## src/rtl/peripheral_slave_bfm_wb_if.sv

```systemverilog
// peripheral_slave_bfm_wb_if: Wishbone B4 bus between a master and the slave front-end
interface peripheral_slave_bfm_wb_if #(
  parameter int AW = 32,
  parameter int DW = 32
);
  logic [AW-1:0]   wb_adr_i;
  logic [DW-1:0]   wb_dat_i;
  logic [DW/8-1:0] wb_sel_i;
  logic            wb_we_i;
  logic [2:0]      wb_cti_i;
  logic [1:0]      wb_bte_i;
  logic            wb_cyc_i;
  logic            wb_stb_i;
  logic            wb_ack_o;
  logic            wb_err_o;
  logic            wb_rty_o;
  logic [DW-1:0]   wb_dat_o;
  modport master (
    output wb_adr_i, wb_dat_i, wb_sel_i, wb_we_i, wb_cti_i, wb_bte_i, wb_cyc_i, wb_stb_i,
    input  wb_ack_o, wb_err_o, wb_rty_o, wb_dat_o
  );
  modport slave (
    input  wb_adr_i, wb_dat_i, wb_sel_i, wb_we_i, wb_cti_i, wb_bte_i, wb_cyc_i, wb_stb_i,
    output wb_ack_o, wb_err_o, wb_rty_o, wb_dat_o
  );
endinterface

```

## src/rtl/peripheral_slave_bfm_wb.sv

```systemverilog
// peripheral_slave_bfm_wb: Wishbone B4 slave front-end forwarding beats to a user req/rsp port (burst address check under PERIPHERAL_SLAVE_BFM_WB_ADR_CHECK_EN)
module peripheral_slave_bfm_wb #(
  parameter int AW = 32,
  parameter int DW = 32
) (
  input  logic                     wb_clk,
  input  logic                     wb_rst,
  peripheral_slave_bfm_wb_if.slave wb,
  output logic                     req_valid,
  output logic [AW-1:0]            req_adr,
  output logic                     req_we,
  output logic [DW/8-1:0]          req_sel,
  output logic [DW-1:0]            req_wdat,
  output logic                     req_burst,
  output logic                     req_first,
  input  logic                     rsp_valid,
  input  logic                     rsp_err,
  input  logic [DW-1:0]            rsp_rdat,
  output logic [31:0]              rd_cnt,
  output logic [31:0]              wr_cnt
`ifdef PERIPHERAL_SLAVE_BFM_WB_ADR_CHECK_EN
  ,
  output logic                     adr_err
`endif
);
  localparam int BW = DW / 8;
`ifdef PERIPHERAL_SLAVE_BFM_WB_ADR_CHECK_EN
  localparam bit CHK = 1'b1;
`else
  localparam bit CHK = 1'b0;
`endif
  typedef enum logic [1:0] {IDLE, WAIT, RESP} state_t;
  state_t state, state_d;
  logic go, cap, fin, mis, in_burst, bad;
  logic [2:0] cti_q;
  logic [1:0] bte_q;
  logic [AW-1:0] nxt, nxt_d, inc, msk;

  assign wb.wb_rty_o = 1'b0;
  assign go = wb.wb_cyc_i & wb.wb_stb_i;
  assign mis = CHK & in_burst & (wb.wb_adr_i != nxt);
  // wrap bursts keep the bits above the wrap window and roll the beat index inside it
  assign inc = req_adr + AW'(BW);
  assign msk = bte_q == 2'd1 ? AW'(4 * BW - 1) : bte_q == 2'd2 ? AW'(8 * BW - 1) : AW'(16 * BW - 1);
  assign nxt_d = cti_q == 3'b001 ? req_adr : cti_q != 3'b010 ? nxt :
                 bte_q == 2'd0 ? inc : (req_adr & ~msk) | (inc & msk);

  // next state: capture in IDLE, wait for the user (or a rejected beat) in WAIT, one termination cycle in RESP
  always_comb begin
    state_d = state;
    cap = 1'b0;
    fin = 1'b0;
    case (state)
      IDLE: begin
        cap = go;
        state_d = go ? WAIT : IDLE;
      end
      WAIT: begin
        fin = wb.wb_cyc_i & (bad | rsp_valid);
        state_d = !wb.wb_cyc_i ? IDLE : fin ? RESP : WAIT;
      end
      RESP: state_d = IDLE;
      default: state_d = IDLE;
    endcase
  end

  // state register
  always_ff @(posedge wb_clk or negedge wb_rst)
    if (!wb_rst) state <= IDLE;
    else state <= state_d;

  // beat capture, termination, read data, next-address, burst tracking and cycle counters
  always_ff @(posedge wb_clk or negedge wb_rst) begin
    if (!wb_rst) begin
      wb.wb_ack_o <= 1'b0;
      wb.wb_err_o <= 1'b0;
      wb.wb_dat_o <= '0;
      req_valid <= 1'b0;
      req_adr <= '0;
      req_we <= 1'b0;
      req_sel <= '0;
      req_wdat <= '0;
      req_burst <= 1'b0;
      req_first <= 1'b0;
      rd_cnt <= '0;
      wr_cnt <= '0;
      cti_q <= '0;
      bte_q <= '0;
      bad <= 1'b0;
      in_burst <= 1'b0;
      nxt <= '0;
    end else begin
      wb.wb_ack_o <= fin & ~bad & ~rsp_err;
      wb.wb_err_o <= fin & (bad | rsp_err);
      if (cap) begin
        req_valid <= ~mis;
        req_adr <= wb.wb_adr_i;
        req_we <= wb.wb_we_i;
        req_sel <= wb.wb_sel_i;
        req_wdat <= wb.wb_dat_i;
        req_burst <= wb.wb_cti_i == 3'b001 || wb.wb_cti_i == 3'b010;
        req_first <= ~in_burst;
        cti_q <= wb.wb_cti_i;
        bte_q <= wb.wb_bte_i;
        bad <= mis;
        if (!in_burst && wb.wb_we_i) wr_cnt <= wr_cnt + 32'd1;
        if (!in_burst && !wb.wb_we_i) rd_cnt <= rd_cnt + 32'd1;
      end else if (state == WAIT && (fin || !wb.wb_cyc_i)) req_valid <= 1'b0;
      if (fin && !bad && !req_we && !rsp_err) wb.wb_dat_o <= rsp_rdat;
      if (fin && !bad) nxt <= nxt_d;
      if (fin) in_burst <= req_burst & ~bad & ~rsp_err;
      else if (!wb.wb_cyc_i && state != RESP) in_burst <= 1'b0;
    end
  end

`ifdef PERIPHERAL_SLAVE_BFM_WB_ADR_CHECK_EN
  // sticky flag for any burst beat whose address broke the expected sequence
  always_ff @(posedge wb_clk or negedge wb_rst)
    if (!wb_rst) adr_err <= 1'b0;
    else if (fin && bad) adr_err <= 1'b1;
`endif
endmodule

```

## src/flat_wrapper.sv

```systemverilog
// flat-port wrapper written by rule: the top's interface ports become plain ports
module peripheral_slave_bfm_wb_flat 
#(
  parameter int AW = 32,
  parameter int DW = 32
)
  (wb_clk, wb_rst, req_valid, req_adr, req_we, req_sel, req_wdat, req_burst, req_first, rsp_valid, rsp_err, rsp_rdat, rd_cnt, wr_cnt, wb_wb_adr_i, wb_wb_dat_i, wb_wb_sel_i, wb_wb_we_i, wb_wb_cti_i, wb_wb_bte_i, wb_wb_cyc_i, wb_wb_stb_i, wb_wb_ack_o, wb_wb_err_o, wb_wb_rty_o, wb_wb_dat_o);
  peripheral_slave_bfm_wb_if #(.AW(AW), .DW(DW)) wb_i ();
  input  logic wb_clk;
  input  logic wb_rst;
  output logic req_valid;
  output logic [AW-1:0] req_adr;
  output logic req_we;
  output logic [DW/8-1:0] req_sel;
  output logic [DW-1:0] req_wdat;
  output logic req_burst;
  output logic req_first;
  input  logic rsp_valid;
  input  logic rsp_err;
  input  logic [DW-1:0] rsp_rdat;
  output logic [31:0] rd_cnt;
  output logic [31:0] wr_cnt;
  input wire logic [$bits(wb_i.wb_adr_i)-1:0] wb_wb_adr_i;
  input wire logic [$bits(wb_i.wb_dat_i)-1:0] wb_wb_dat_i;
  input wire logic [$bits(wb_i.wb_sel_i)-1:0] wb_wb_sel_i;
  input wire logic [$bits(wb_i.wb_we_i)-1:0] wb_wb_we_i;
  input wire logic [$bits(wb_i.wb_cti_i)-1:0] wb_wb_cti_i;
  input wire logic [$bits(wb_i.wb_bte_i)-1:0] wb_wb_bte_i;
  input wire logic [$bits(wb_i.wb_cyc_i)-1:0] wb_wb_cyc_i;
  input wire logic [$bits(wb_i.wb_stb_i)-1:0] wb_wb_stb_i;
  output wire logic [$bits(wb_i.wb_ack_o)-1:0] wb_wb_ack_o;
  output wire logic [$bits(wb_i.wb_err_o)-1:0] wb_wb_err_o;
  output wire logic [$bits(wb_i.wb_rty_o)-1:0] wb_wb_rty_o;
  output wire logic [$bits(wb_i.wb_dat_o)-1:0] wb_wb_dat_o;
  assign wb_i.wb_adr_i = wb_wb_adr_i;
  assign wb_i.wb_dat_i = wb_wb_dat_i;
  assign wb_i.wb_sel_i = wb_wb_sel_i;
  assign wb_i.wb_we_i = wb_wb_we_i;
  assign wb_i.wb_cti_i = wb_wb_cti_i;
  assign wb_i.wb_bte_i = wb_wb_bte_i;
  assign wb_i.wb_cyc_i = wb_wb_cyc_i;
  assign wb_i.wb_stb_i = wb_wb_stb_i;
  assign wb_wb_ack_o = wb_i.wb_ack_o;
  assign wb_wb_err_o = wb_i.wb_err_o;
  assign wb_wb_rty_o = wb_i.wb_rty_o;
  assign wb_wb_dat_o = wb_i.wb_dat_o;
  peripheral_slave_bfm_wb #(.AW(AW), .DW(DW)) u_core (.wb_clk(wb_clk), .wb_rst(wb_rst), .wb(wb_i), .req_valid(req_valid), .req_adr(req_adr), .req_we(req_we), .req_sel(req_sel), .req_wdat(req_wdat), .req_burst(req_burst), .req_first(req_first), .rsp_valid(rsp_valid), .rsp_err(rsp_err), .rsp_rdat(rsp_rdat), .rd_cnt(rd_cnt), .wr_cnt(wr_cnt));
endmodule
```

## config.mk

```make
export PLATFORM = sky130hd
export DESIGN_NAME = peripheral_slave_bfm_wb_flat
export DESIGN_NICKNAME = d
export VERILOG_FILES = /design/src/rtl/peripheral_slave_bfm_wb_if.sv /design/src/rtl/peripheral_slave_bfm_wb.sv /design/src/flat_wrapper.sv
export SDC_FILE = /design/constraint.sdc
export NUM_CORES = 1
export LEC_CHECK = 0
export ABC_CLOCK_PERIOD_IN_PS = 2200
export CORE_AREA = 2 2 152 139
export DETAILED_ROUTE_END_ITERATION = 16
export DIE_AREA = 0 0 154 141
export PLACE_DENSITY = 0.69
export SYNTH_ARGS = -nofsm -noshare
export SYNTH_HDL_FRONTEND = slang
export SYNTH_SLANG_ARGS = --single-unit
```

## constraint.sdc

```tcl
create_clock -name wb_clk -period 2.2 [get_ports wb_clk]
set_input_delay 0.33 -clock wb_clk [delete_from_list [all_inputs] [get_ports wb_clk]]
set_output_delay 0.33 -clock wb_clk [all_outputs]
set_load 0.01 [all_outputs]
```

==> impl_metrics.tcl <==
set metrics [dict create \
    outcome "finished clean" \
    root_buffer "clkbuf_16" \
    place_congestion 0.778 \
    rr_worst_depth 5 \
    path_class "reg -> out" \
    numCtsBuffers 17 \
    slew_headroom_pct 66.6 \
    crit_path_max_incr_delay_ns 0.64 \
    coreArea_um2 20300 \
    dieArea_um2 21700 \
    cts_tree "built" \
    initial_utilization_pct 35.1 \
    yosysSeqAreaShare_pct 60.7 \
    drcViolationCount 0 \
    final_cells 1215 \
    hp-class "in -> async" \
    crit_fanout 8 \
    htree_num_levels 4 \
    seq_area_um2 4330 \
    p_leak_nw 4.90 \
    dpl_worst_slack_ns -0.0395 \
    finalCritPeriodShare_pct 86.5 \
    final.setup.worst_slack_ns 0.297 \
    cp.depth 1 \
    rsz0062_at_grt "no" \
    cts.sinks 173 \
    cp.required_ns 1.87 \
    avgSynthCellArea_um2 11.0 \
    grt_usage_pct 17.6 \
    min_period_ns 1.90 \
    gr-total-overflow 0 \
    drtPass1Iterations 4 \
    ys_seq_elements 173 \
    fill_cells 1789 \
    syn_nets 764 \
    die_h_um 141 \
    clk_path_buf_depth 2 \
    via_count 5652 \
    die_x_um 154 \
    fin_skew_ns 0.00898 \
    drtIter0Drc 215 \
    multi_input_comb_area_um2 2660 \
    rows 50 \
    maxSlewViolCount 0 \
    routed_wl_um 18800 \
    nNetsFinal 1056 \
    insertion_delay_ns 0.43 \
    hpwl_um 13500 \
    critPathTopFamily "buffers and inverters" \
    worst_setup_path_end_kind "output port" \
    worst_pin_slew_ns 0.497 \
    cap_viol_max_count 0 \
    drive_above_1_share_pct 10.1 \
    antenna_cells 0 \
    antenna_found_initial 0 \
    cp_slowest_cell "clkdlybuf4s50_1" \
    clk_pin_slew_ns 0.07 \
    vias_per_cell 4.65 \
    setup-tns-final_ns 0 \
    numPortBuffers 279 \
    io_pins 283 \
    power_density_nw_per_um2 843 \
    arrival_ns 1.57 \
    fmax_mhz 525 \
    ir_drop_uv 492 \
    areaGrowthSynthToFinish_pct 53.4 \
    finalSetupViolations 0 \
    critPathBufInv 1 \
    ys_types 37 \
    netlist_instances 650 \
    crit_chain "clkdlybuf4s50_1" \
    synth_area_um2 7130 \
    grt_pass1_wl_um 30200 \
    start_kind "flop" \
    whs_ns 0.400 \
    antenna_left 0 \
    dpl.cell_count 1182 \
    ys_warn_count 0 \
    grt_pass1_vias 5747 \
    routedWlPerCell_um 15.5 \
    hold_viol_final 0 \
    grt_max_degree 71 \
]
where the power goes:
group	internal [mW]	switching [mW]
Combinational	1.36	0.909
Sequential	3.69	0.368
Clock	1.49	1.39
Total	6.55	2.67
kinds of logic after synthesis:
kind of cell | Yosys count | synth area share, %
buffers and inverters | 32 | 2.32
adder cells (fa/ha/maj) | 2 | 0.351
AO/OA/AOI/OAI | 8 | 0.720
XOR/XNOR | 63 | 7.74
flip-flops | 173 | 60.7
multiplexers | 34 | 5.37
other | 1 | 0.0526
AND/OR/NAND/NOR | 337 | 22.7
cell usage after synthesis:
cell,instances,area [µm²]
nor4_2,1,12.5
mux2_1,2,22.5
nor4_1,4,25.0
o21ai_0,3,15.0
buf_2,12,60.1
nand4bb_1,1,11.3
nor4bb_1,1,10.0
dfrtp_1,173,4330
and4bb_1,1,12.5
nand4_2,1,12.5
nand2b_1,2,12.5
and2_1,4,25.0
nand3_2,1,10.0
inv_1,5,18.8
a2111oi_0,1,8.76
clkbuf_1,9,33.8
xnor2_1,54,473
o31ai_1,1,7.51
and4_1,6,52.6
buf_6,2,22.5
nand4b_1,3,26.3
buf_4,4,30.0
a21oi_1,2,10.0
conb_1,1,3.75
xor2_1,9,78.8
ha_1,2,25.0
nand3_1,27,135
mux2_2,32,360
nand2_1,226,848
nand4_1,27,169
nor2_1,9,33.8
nor3_1,4,20.0
a32o_1,1,10.0
nor2b_1,1,6.26
nor4_4,5,106
nor3_2,2,20.0
and3_1,11,68.8
final timing paths:
check	start	end	slack, ns
min in group wb_clk	wb_wb_dat_i[29]	u_core.req_wdat[29]	0.42
max	u_core.rd_cnt[3]	rd_cnt[3]	0.30
max in group asynchronous	wb_rst	u_core.req_adr[3]	1.11
min	wb_rst	u_core.wr_cnt[29]	0.40
max reg2reg	u_core.state[0]	u_core.rd_cnt[9]	0.32
min reg2reg	u_core.wr_cnt[31]	u_core.wr_cnt[31]	0.47
state kept, by name (all words and copies together) (netlist names):
signal,cells
u_core.req_valid,1
u_core.rd_cnt,32
u_core.in_burst,1
u_core.wr_cnt,32
u_core.wb.wb_err_o,1
u_core.req_wdat,32
u_core.req_adr,32
u_core.req_burst,1
u_core.state,2
u_core.wb.wb_dat_o,32
u_core.req_first,1
u_core.req_we,1
u_core.wb.wb_ack_o,1
u_core.req_sel,4
layout by cell type, fill, tap and decap left out, types with 8 or more instances in the layout:
cell type,synthesis,final
and3_1,11,11
buf_12,0,8
buf_4,4,12
clkbuf_16,0,17
clkdlybuf4s50_1,0,278
dfrtp_1,173,173
mux2_2,32,32
nand2_1,226,226
nand3_1,27,27
nand4_1,27,27
nor2_1,9,9
xnor2_1,54,54
xor2_1,9,9
metal layers:
layer | routed length, µm | track usage (%) | vias to the layer above
li1 | - | - | 2729
met1 | 8210 | 22.2 | 2697
met2 | 8470 | 27.3 | 212
met3 | 1890 | 7.87 | 14
met4 | 204 | 5.16 | 0
met5 | 0 | 0 | -
timing repair:
item,CTS,global route
resized for setup,0,0
buffers inserted,0,0
endpoints found under the hold margin,45,0
hold buffers,1,0
through the flow:
step | power, mW | utilization, % | cell area, µm²
detailed placement | 6.42 | 51.0 | 10400
CTS | 9.37 | 53.8 | 10900
global placement | 6.37 | 51.0 | 10400
global route | 9.73 | 53.8 | 10900
floorplan | 4.87 | - | 7130
finish | 9.21 | 53.8 | 10900
final cells by class:
class                   instances  area share (%)
clock inverters                14            1.12
clock buffers                  18            3.92
multi-input cells             445            24.3
inverters                       5           0.172
well taps                     260            2.98
repair buffers                300            27.9
flip-flops and latches        173            39.6
(Power assumes the default switching activity.)
